===== src/rtl/timer_bank.sv =====
// timer_bank: CHANNELS independent down-counting timers that share one
// prescaler. Each channel can be loaded and read back. A global pause
// freezes the prescaler and all decrements. Channels stop at zero.
module timer_bank #(
  parameter  int unsigned WIDTH    = 8,
  parameter  int unsigned CHANNELS = 2,
  parameter  int unsigned DIV      = 16666,
  localparam int unsigned SEL_W    = (CHANNELS > 1) ? $clog2(CHANNELS) : 1,
  localparam int unsigned PW       = (DIV > 1) ? $clog2(DIV) : 1
) (
  input  logic                clk,
  input  logic                reset,
  input  logic                pause,
  input  logic                set,
  input  logic [SEL_W-1:0]    sel,
  input  logic [WIDTH-1:0]    newValue,
  input  logic [SEL_W-1:0]    rdSel,
  output logic [WIDTH-1:0]    rdValue,
  output logic [CHANNELS-1:0] isZero,
  output logic                tick
);

  localparam logic [PW-1:0] DIV_M1 = PW'(DIV - 1);

  logic [PW-1:0]    pre_q, pre_d;
  logic [WIDTH-1:0] val_q [CHANNELS];
  logic [WIDTH-1:0] val_d [CHANNELS];

  // Prescaler advance and tick strobe; both are frozen while paused.
  always_comb begin
    tick  = (pre_q == DIV_M1) && !pause && !reset;
    pre_d = pre_q;
    if (!pause) begin
      pre_d = (pre_q == DIV_M1) ? '0 : pre_q + 1'b1;
    end
  end

  // Per-channel next value: a load wins over a decrement for its own channel
  // only. An out-of-range sel matches no channel, so the load is dropped.
  always_comb begin
    for (int unsigned i = 0; i < CHANNELS; i++) begin
      val_d[i] = val_q[i];
      if (set && (sel == SEL_W'(i))) begin
        val_d[i] = newValue;
      end else if (tick && (val_q[i] != '0)) begin
        val_d[i] = val_q[i] - 1'b1;
      end
    end
  end

  // State registers; reset overrides any load or decrement in the same cycle.
  always_ff @(posedge clk) begin
    if (reset) begin
      pre_q <= '0;
      for (int unsigned i = 0; i < CHANNELS; i++) begin
        val_q[i] <= '0;
      end
    end else begin
      pre_q <= pre_d;
      for (int unsigned i = 0; i < CHANNELS; i++) begin
        val_q[i] <= val_d[i];
      end
    end
  end

  // Readback mux and zero flags; an out-of-range rdSel reads as zero.
  always_comb begin
    rdValue = '0;
    isZero  = '0;
    for (int unsigned i = 0; i < CHANNELS; i++) begin
      if (rdSel == SEL_W'(i)) begin
        rdValue = val_q[i];
      end
      isZero[i] = (val_q[i] == '0);
    end
  end

endmodule


===== config.mk =====
export PLATFORM = sky130hd
export DESIGN_NAME = timer_bank
export DESIGN_NICKNAME = d
export VERILOG_FILES = /design/src/rtl/timer_bank.sv
export SDC_FILE = /design/constraint.sdc
export NUM_CORES = 1
export LEC_CHECK = 0
export ABC_AREA = 1
export BUFFER_PORTS_ARGS = -buffer_cell sky130_fd_sc_hd__buf_2
export CAP_MARGIN = 20
export CORE_ASPECT_RATIO = 0.5
export CORE_MARGIN = 3
export CORE_UTILIZATION = 58
export DETAILED_ROUTE_END_ITERATION = 8
export GPL_TIMING_DRIVEN = 0
export PLACE_DENSITY_LB_ADDON = 0.25
export REMOVE_ABC_BUFFERS = 1
export SETUP_SLACK_MARGIN = 0.05
export SLEW_MARGIN = 20
export SYNTH_ARGS = -nofsm -noshare
export SYNTH_HDL_FRONTEND = slang
export SYNTH_SLANG_ARGS = --single-unit

===== constraint.sdc =====
create_clock -name clk -period 1.82 [get_ports clk]
set_clock_uncertainty 0.15 [all_clocks]
set_input_delay 0.273 -clock clk [delete_from_list [all_inputs] [get_ports clk]]
set_output_delay 0.273 -clock clk [all_outputs]
set_load 0.02 [all_outputs]

==> out/metrics.csv, run 1 <==
stage;metric;value;unit
die;Die Wd;90.3;um
synth;Post-synth EDFFs;0;
timing;RSZ-0062 raised after global routing;true;
clock_tree;CTS buffer count;5;
placed_design;detailed placer's ending HPWL;3680;um
synth;cell count after synthesis;321;
synth;post-synthesis cell area;2060;sq um
synth;most frequent cells after synthesis;nand2_1, nor2_1, dfxtp_1;
timing;slew margin rel.;73.3;%
synth;Ys Warns;0;
clock_tree;root buffer cell;clkbuf_8;
finish;nets;378;
detailed_routing;Vias;2227;
timing;Tmin final;1760;ps
finish;final core utilization;77.2;%
synth;syn_area_per_cell;6.42;sq um
setup_path;CP Max Fanout;2;
timing;fin crit share;96.5;%
synth;synthesized flop and latch total;31;
die;FP Rows;14;
synth;top-area cell type share of the netlist area;30.1;%
detailed_routing;DR iter-0 viols;218;
finish;Design Area, Final;2460;sq um
detailed_routing;WL/cell;13.5;um
synth;sequential area share after synthesis;30.1;%
placed_design;dpl ws;110;ps
synth;Synth Flop Type;dfxtp_1;
global_routing;Tot GR Track Use;23.8;%
detailed_routing;drt drc;0;
timing;setup ws final;63.3;ps
global_routing;number of global-route vias before repair;1853;
placed_design;placed cell area;2220;sq um
detailed_routing;via-per-instance ratio;5.47;
setup_path;Crit path arrival time;1330;ps
clock_tree;worst-skew pair later-pin latency;290;ps
synth;Post-synth ARST share;0;%
timing;maximum clock frequency;569;MHz
detailed_routing;Post-Route WL;5480;um
finish;filler cell count in the final layout;228;
die;Initial Util;64.6;%
die;Die Ht;48.2;um
timing;Final Hold Vio Count;0;
synth;leading area contributor after synthesis;dfxtp_1;
timing;worst slew pin tran;401;ps
setup_path;Worst EP required;1400;ps
die;io pins;25;
global_routing;antenna violations before repair;0;
clock_tree;htree depth;2;
finish;Area Growth Syn to Fin;19.4;%
timing;final hold slack;171;ps
die;core area;3190;sq um
detailed_routing;Routed Antenna Nets;0;
clock_tree;CTS Hold Buffers Added;0;
die;die area;4350;sq um
timing;endpoints failing setup;0;
synth;synth unique cells;28;
finish;layout cells sized above 1;26.2;%
job;# Max-Cap Violations;0;
placed_design;Port Buffers;24;
timing;Slew Viols, Final;0;
setup_path;Startpoint Class;flop;
global_routing;global-route wire length before repair;8090;um
clock_tree;TritonCTS clock tree;done;
clock_tree;clk slew on worst S/H paths;70;ps
detailed_routing;Pre-antenna DRT Iters;6;
placed_design;gpl congestion;0.919;
global_routing;pin count of the biggest net entering global routing;19;
synth;most frequent cell after synthesis;nand2_1;
min_path;Hold WC Path Type;input pin to flop;
power_and_ir_drop;Worst VDD drop;369;uV
power_and_ir_drop;power per standard cell area;711;nW/um^2
power_and_ir_drop;total chip power;1750;uW
synth;dominant cells by area after synthesis;dfxtp_1, nand2_1, nor2_1;
global_routing;total grt overflow;0;
setup_path;CP Class;flop to output port;
outcome;status;completed;
power_and_ir_drop;Pleak;0.00108;uW
clock_tree;clk buf depth;2;
finish;Antenna Cells;0;
clock_tree;Clock Sinks;31;
setup_path;CP Capture Type;output port;
## power breakdown
part	leakage (uW)	internal, uW	total, uW	switching (uW)
clock network	0.0000412	267	551	284
logic	0.000784	165	454	289
registers	0.000257	710	746	36.0
total	0.00108	1140	1750	609
## area by class of cell
class	count	area (sq um)	area share (%)
clock inverters	2	12.5	0.508
flip-flops and latches	31	633	25.7
inverters	36	135	5.49
multi-input cells	251	1350	54.7
clock buffers	6	72.6	2.95
repair buffers	33	203	8.24
well taps	48	60.1	2.44
## cells by family after synthesis
group | count (synthesis) | share of synthesized area, %
xor+xnor | 5 | 2.12
simple gates | 190 | 43.8
fa+ha+maj | 6 | 3.64
compound gates | 47 | 12.1
flops | 31 | 30.1
mux | 1 | 0.486
buf+inv | 41 | 7.65
## worst max-delay path, stage by stage (launching register included)
cell     delay (ps)
dfxtp_2         330
inv_2            60
ha_4            120
nand3_2          80
nor2_4          150
nand2_2          80
nor2_1           90
buf_4           150
## routing by layer
| metal | global-route usage (%) | part of all wire, % | vias to the layer above |
|---|---|---|---|
| met1 | 27.6 | 42 | 995 |
| met3 | 6.47 | 7.2 | 19 |
| li1 | - | - | 1119 |
| met4 | 7.29 | 2.4 | 0 |
| met5 | 0 | 0 | - |
| met2 | 45.9 | 49 | 94 |
## per-stage QoR
stage | setup TNS, ps | instances
floorplan | 0 | 316
global placement | 0 | 388
detailed placement | 0 | 388
CTS | 0 | 399
global route | -3.59 | 407
finish | 0 | 407
## registers in the layout, summed over array words and instances, names as in the netlist
register,cells
pre_q,15
val_q,16
## timing repair
item / in CTS / in global routing
resized for setup: 18 / 17
pin swaps: 5 / 11
buffers inserted: 3 / 6
endpoints found under the setup margin: 3 / 11
cloned: 0 / 2
## final timing paths
path	from	endpoint	slack (ps)	depth (start not counted)
max reg2reg	pre_q[0]$_SDFFE_PP0N_	pre_q[10]$_SDFFE_PP0N_	120	8
max	pre_q[1]$_SDFFE_PP0N_	tick	60	7
min	pause	pre_q[0]$_SDFFE_PP0N_	170	3
min reg2reg	pre_q[7]$_SDFFE_PP0N_	pre_q[7]$_SDFFE_PP0N_	350	2
## cells in the final DEF, fill, tap and decap left out, types with 9 or more instances in the layout
master	count
buf_4	10
o21ai_0	20
inv_2	12
dfxtp_1	21
inv_1	23
dfxtp_2	10
nor2_1	43
nand3_1	29
buf_2	21
a21oi_1	20
nand2_1	85
nand2_2	9
No activity file was read; power rests on OpenSTA's default activity.
==> run 2: changes to the inputs <==
Settings changed: ABC_AREA 1 to default, CORE_UTILIZATION 58 to 57.
==> out/metrics.csv, run 2 <==
stage;metric;value;unit
power_and_ir_drop;Psw;503;uW
finish;Largest Register;val_q;
timing;RSZ-0062 raised after global routing;true;
die;die area;4010;sq um
detailed_routing;drt drc;0;
synth;post-synthesis cell area;1850;sq um
clock_tree;clk buf depth;2;
power_and_ir_drop;power per standard cell area;671;nW/um^2
global_routing;number of global-route vias before repair;1727;
clock_tree;TritonCTS clock tree;done;
synth;Synth Flop Type;dfxtp_1;
die;Die Ht;46.3;um
setup_path;crit-path cells;inv_2, ha_4, nor3b_4, nand4_2, buf_6, buf_6, o41ai_1, o22ai_1, nor2b_1;
placed_design;gpl congestion;0.863;
global_routing;total grt overflow;0;
timing;endpoints failing setup;33;
placed_design;dpl ws;-643;ps
setup_path;Reg2Reg Setup Slack;-350;ps
timing;setup ws final;-350;ps
global_routing;global-route wire length before repair;7980;um
detailed_routing;DR iter-0 viols;194;
synth;Post-synth ARST share;0;%
synth;synth unique cells;50;
synth;cell count after synthesis;217;
outcome;status;finished, violations left;
power_and_ir_drop;sequential share of power;45.0;%
die;core area;2830;sq um
setup_path;CP Max Fanout;5;
finish;commonest non-fill, non-tap cell in the layout;nor2_1;
power_and_ir_drop;clock share of power;32.2;%
global_routing;antenna violations before repair;0;
timing;Slew Viols, Final;0;
timing;worst slew pin tran;650;ps
synth;Ys Warns;0;
power_and_ir_drop;Switching Share;30.6;%
setup_path;Worst EP required;1820;ps
die;Die Wd;86.6;um
finish;final core utilization;86.4;%
synth;most frequent cells after synthesis;nor2_1, dfxtp_1, inv_1;
die;io pins;25;
finish;layout cells sized above 1;39.2;%
placed_design;Port Buffers;24;
finish;Area Growth Syn to Fin;31.9;%
clock_tree;Clock Sinks;31;
finish;max reg flops;16;
power_and_ir_drop;cell internal pwr;1140;uW
clock_tree;worst-skew pair later-pin latency;280;ps
detailed_routing;WL/cell;18.7;um
power_and_ir_drop;Pleak;0.000991;uW
clock_tree;CTS Hold Buffers Added;0;
finish;most frequent cells in the layout;nor2_1, buf_2, buf_4;
die;FP Rows;13;
finish;Antenna Cells;0;
setup_path;Startpoint Class;flop;
setup_path;Crit-path slowest cell;o41ai_1;
power_and_ir_drop;Worst VDD drop;530;uV
timing;Final Hold Vio Count;0;
synth;most frequent cell after synthesis;nor2_1;
synth;synthesized flop and latch total;31;
detailed_routing;Vias;1967;
clock_tree;root buffer cell;clkbuf_8;
min_path;Hold WC Path Type;input pin to flop;
synth;top-area cell type share of the netlist area;33.5;%
global_routing;Tot GR Track Use;26.5;%
job;# Max-Cap Violations;0;
timing;slew margin rel.;56.6;%
setup_path;CP Capture Type;flop;
timing;fin crit share;119;%
detailed_routing;Pre-antenna DRT Iters;5;
global_routing;pin count of the biggest net entering global routing;30;
clock_tree;CTS buffer count;5;
clock_tree;htree depth;2;
setup_path;Max stage delay on crit path;400;ps
setup_path;crit-path most repeated cell;buf_6;
synth;Post-synth EDFFs;0;
die;Initial Util;65.5;%
detailed_routing;via-per-instance ratio;6.56;
placed_design;detailed placer's ending HPWL;2890;um
synth;dominant cells by area after synthesis;dfxtp_1, nor2_1, xnor2_1;
outcome;failing checks;negative setup slack;
setup_path;Crit path arrival time;2170;ps
synth;leading area contributor after synthesis;dfxtp_1;
finish;Largest regs;val_q: 16 flops, pre_q: 15 flops;
power_and_ir_drop;Comb power frac;22.8;%
detailed_routing;Post-Route WL;5600;um
setup_path;CP Class;flop to flop;
clock_tree;clk slew on worst S/H paths;70;ps
finish;nets;282;
timing;maximum clock frequency;461;MHz
synth;sequential area share after synthesis;33.5;%
timing;Tmin final;2170;ps
synth;syn_area_per_cell;8.54;sq um
detailed_routing;Routed Antenna Nets;0;
## run 2: cell count changes after synthesis, sizes merged, moves of 6 or more
cell    previous run  this run
nand2             94        10
nand3             30         4
inv               35        13
a21oi             23         2
nor2              51        35
o21ai             22         6
xnor2              0        10
a211oi             1         7
or3                0         6
## run 2: kinds of logic (layout without fill, tap and decap cells)
kind of cell | Yosys count | count (layout) | synth area share, %
adders and majority gates | 6 | 6 | 4.05
muxes | 6 | 6 | 3.58
and+or+nand+nor | 97 | 97 | 31.4
DFF | 31 | 31 | 33.5
xor gates and xnor gates | 20 | 20 | 9.45
buffers and inverters | 23 | 69 | 4.86
AOI/OAI and AO/OA | 34 | 34 | 13.2
## run 2: routing by layer
layer  vias to the layer above  share of wire (%)  global-route usage (%)
met2                       150                 46                    47.6
met1                       909                 40                    31.3
met5                         -                  0                       0
li1                        866                  -                       -
met3                        42                9.6                    5.89
met4                         0                4.5                    12.1
## run 2: worst paths after layout
path / startpoint / to / cells past startpoint
max: pre_q[1]$_SDFFE_PP0N_ / val_q[0][1]$_SDFFE_PP0P_ / 9
min: newValue[3] / val_q[0][3]$_SDFFE_PP0P_ / 3
max reg2reg: pre_q[1]$_SDFFE_PP0N_ / val_q[0][1]$_SDFFE_PP0P_ / 9
min reg2reg: pre_q[14]$_SDFFE_PP0N_ / pre_q[14]$_SDFFE_PP0N_ / 2
## run 2: per-stage QoR
step	TNS, ps	hold slack (ps)	power [uW]	instance area, sq um	std cells
floorplan	-2550	192	918	1810	207
global placement	-10420	346	996	1980	268
detailed placement	-12000	356	1010	1980	268
CTS	-2480	129	1600	2320	292
global route	-7610	138	1700	2440	300
finish	-5320	126	1640	2440	300
## run 2: critical path: cells and delay by family (launching register included)
kind                       cells  cell delay (ps)
DFF                            1              330
adders and majority gates      1              120
AOI/OAI and AO/OA              2              550
and+or+nand+nor                3              540
buffers and inverters          3              360
## run 2: power by group through the flow
| stage | combinational [uW] | sequential, uW | clock (uW) |
|---|---|---|---|
| after floorplan | 177 | 742 | 0 |
| after global placement | 247 | 749 | 0 |
| after detailed placement | 255 | 751 | 0 |
| after CTS | 327 | 735 | 539 |
| after global routing | 398 | 740 | 558 |
| final | 374 | 739 | 529 |
## run 2: layout make-up
class                           instances  area, sq um
Clock buffer                            7         76.3
Tap cell                               37         46.3
Multi-Input combinational cell        163         1290
Sequential cell                        31          639
Timing Repair Buffer                   48          338
Fill cell                             139          385
Clock inverter                          1         5.00
Inverter                               13         48.8
## run 2: what timing repair did
item / 4_1_cts / 5_1_grt
pin swaps: 13 / 17
buffers inserted: 15 / 8
endpoints found under the setup margin: 34 / 34
resized for setup: 40 / 16
gates cloned: 1 / 0
==> run 3: changes to the inputs <==
Settings changed: SKIP_CTS_REPAIR_TIMING from default to 1.
==> out/metrics.csv, run 3 (synthesis results as in run 2) <==
stage;metric;value;unit
finish;max reg flops;16;
detailed_routing;Pre-antenna DRT Iters;4;
min_path;Min-Delay Startpoint;newValue[3];
timing;endpoints failing setup;20;
job;# Max-Cap Violations;0;
timing;worst slew pin tran;584;ps
global_routing;Tot GR Track Use;22.9;%
detailed_routing;Vias;1804;
outcome;status;finished, violations left;
power_and_ir_drop;Pleak;0.000907;uW
detailed_routing;Post-Route WL;4800;um
power_and_ir_drop;power per standard cell area;691;nW/um^2
finish;most frequent cells in the layout;nor2_1, buf_2, dfxtp_1;
clock_tree;worst-skew pair later-pin latency;290;ps
finish;layout cells sized above 1;34.8;%
global_routing;global-route wire length before repair;7000;um
clock_tree;clk buf depth;2;
timing;Tmin final;2140;ps
clock_tree;CTS buffer count;5;
setup_path;Worst EP required;1400;ps
placed_design;detailed placer's ending HPWL;2890;um
timing;fin crit share;118;%
clock_tree;htree depth;2;
die;io pins;25;
finish;Design Area, Final;2320;sq um
power_and_ir_drop;Worst VDD drop;495;uV
global_routing;total grt overflow;0;
finish;Largest regs;val_q: 16 flops, pre_q: 15 flops;
detailed_routing;Routed Antenna Nets;0;
timing;RSZ-0062 raised after global routing;true;
setup_path;FF-to-FF path depth;6;
min_path;Hold WC Path Type;input pin to flop;
placed_design;placed cell area;1980;sq um
global_routing;number of global-route vias before repair;1596;
finish;Area Growth Syn to Fin;25.5;%
finish;nets;275;
setup_path;CP Max Fanout;4;
finish;filler cell count in the final layout;170;
setup_path;CP Class;flop to output port;
die;Initial Util;65.5;%
timing;Final Hold Vio Count;0;
die;Die Wd;86.6;um
setup_path;RR Endpoint;val_q[0][5]$_SDFFE_PP0P_;
placed_design;placed instance count;268;
detailed_routing;via-per-instance ratio;6.16;
detailed_routing;drt drc;0;
placed_design;gpl congestion;0.863;
finish;register area;638;sq um
clock_tree;TritonCTS clock tree;done;
setup_path;CP Buf/Inv Count;2;
finish;area of the multi-input gates;1250;sq um
die;FP Rows;13;
detailed_routing;WL/cell;16.4;um
timing;Slew Viols, Final;0;
placed_design;Port Buffers;24;
finish;Antenna Cells;0;
min_path;WHS Endpoint;val_q[0][3]$_SDFFE_PP0P_;
clock_tree;clk slew on worst S/H paths;70;ps
clock_tree;Clock Sinks;31;
detailed_routing;DR iter-0 viols;112;
global_routing;pin count of the biggest net entering global routing;30;
finish;Largest Register;val_q;
die;Die Ht;46.3;um
clock_tree;root buffer cell;clkbuf_8;
die;die area;4010;sq um
setup_path;CP Capture Type;output port;
die;core area;2830;sq um
setup_path;Worst R2R Start;val_q[0][3]$_SDFFE_PP0P_;
finish;commonest non-fill, non-tap cell in the layout;nor2_1;
timing;setup ws final;-323;ps
setup_path;Crit-path slowest cell;nor4b_4;
setup_path;Crit path arrival time;1720;ps
setup_path;Reg2Reg Setup Slack;-270;ps
min_path;worst hold stages;3;
outcome;failing checks;negative setup slack;
global_routing;antenna violations before repair;0;
setup_path;Startpoint Class;flop;
timing;maximum clock frequency;467;MHz
setup_path;Largest delay share family, worst path;simple AND/OR/NAND/NOR gates;
setup_path;Max stage delay on crit path;370;ps
finish;non-filler cells in the finished layout;293;
timing;slew margin rel.;61.0;%
setup_path;crit-path cells;nor4b_4, nand4_2, or2_4, inv_2, buf_6;
-- run 3: cell count changes in the layout (fill, tap and decap cells not counted), moves of 2 or more --
cell | previous run | this run
inv_2 | 2 | 4
nor4_1 | 1 | 3
buf_6 | 8 | 3
dfxtp_1 | 18 | 21
inv_1 | 11 | 9
ha_1 | 5 | 3
buf_4 | 19 | 16
ha_2 | 0 | 2
dfxtp_2 | 12 | 8
-- run 3: metrics by stage --
stage / setup TNS, ps / setup slack, ps / hold WS (ps) / power (uW) / util [%]
2_1_floorplan: -2550 / -327 / 192 / 918 / -
3_3_place_gp: -10420 / -579 / 346 / 996 / 69.9
3_5_place_dp: -12000 / -643 / 356 / 1010 / 69.9
4_1_cts: -13490 / -784 / 133 / 1530 / 72.8
5_1_grt: -7340 / -418 / 148 / 1660 / 82.1
6_report: -3770 / -323 / 128 / 1610 / 82.1
-- run 3: worst min-delay path, stage by stage --
cell and delay (ps):
buf_2 110, nor2_1 90, a211oi_1 50
-- run 3: layout make-up --
type | instances | share of cell area, %
tap | 37 | 1.99
timing repair buffer | 40 | 11.1
clock buffer | 7 | 3.28
inverter | 13 | 2.10
clock inverter | 1 | 0.215
multi-input combinational | 164 | 53.8
sequential | 31 | 27.4
-- run 3: worst max path at each step --
stage / startpoint / end / slack (ps) / cells past startpoint
after detailed placement: pre_q[0]$_SDFFE_PP0N_ / val_q[0][12]$_SDFFE_PP0P_ / -640 / 6
final: pre_q[12]$_SDFFE_PP0N_ / tick / -320 / 5
after global placement: pre_q[0]$_SDFFE_PP0N_ / val_q[0][12]$_SDFFE_PP0P_ / -580 / 6
after global routing: pre_q[12]$_SDFFE_PP0N_ / val_q[0][11]$_SDFFE_PP0P_ / -420 / 6
after CTS: pre_q[0]$_SDFFE_PP0N_ / tick / -780 / 6
after floorplan: val_q[0][8]$_SDFFE_PP0P_ / val_q[0][12]$_SDFFE_PP0P_ / -330 / 6
-- run 3: routing by layer --
layer	vias to the layer above	global-route usage (%)	share of wire (%)
met5	-	0	0
met4	0	8.39	1.4
met3	11	5.54	7.9
met2	98	40.9	48
met1	833	27.7	42
li1	862	-	-
-- run 3: power breakdown --
part / internal [uW] / switching (uW) / leakage, uW / total [uW]
clock network: 268 / 266 / 0.0000422 / 534
logic: 150 / 180 / 0.000607 / 329
registers: 706 / 37.4 / 0.000258 / 743
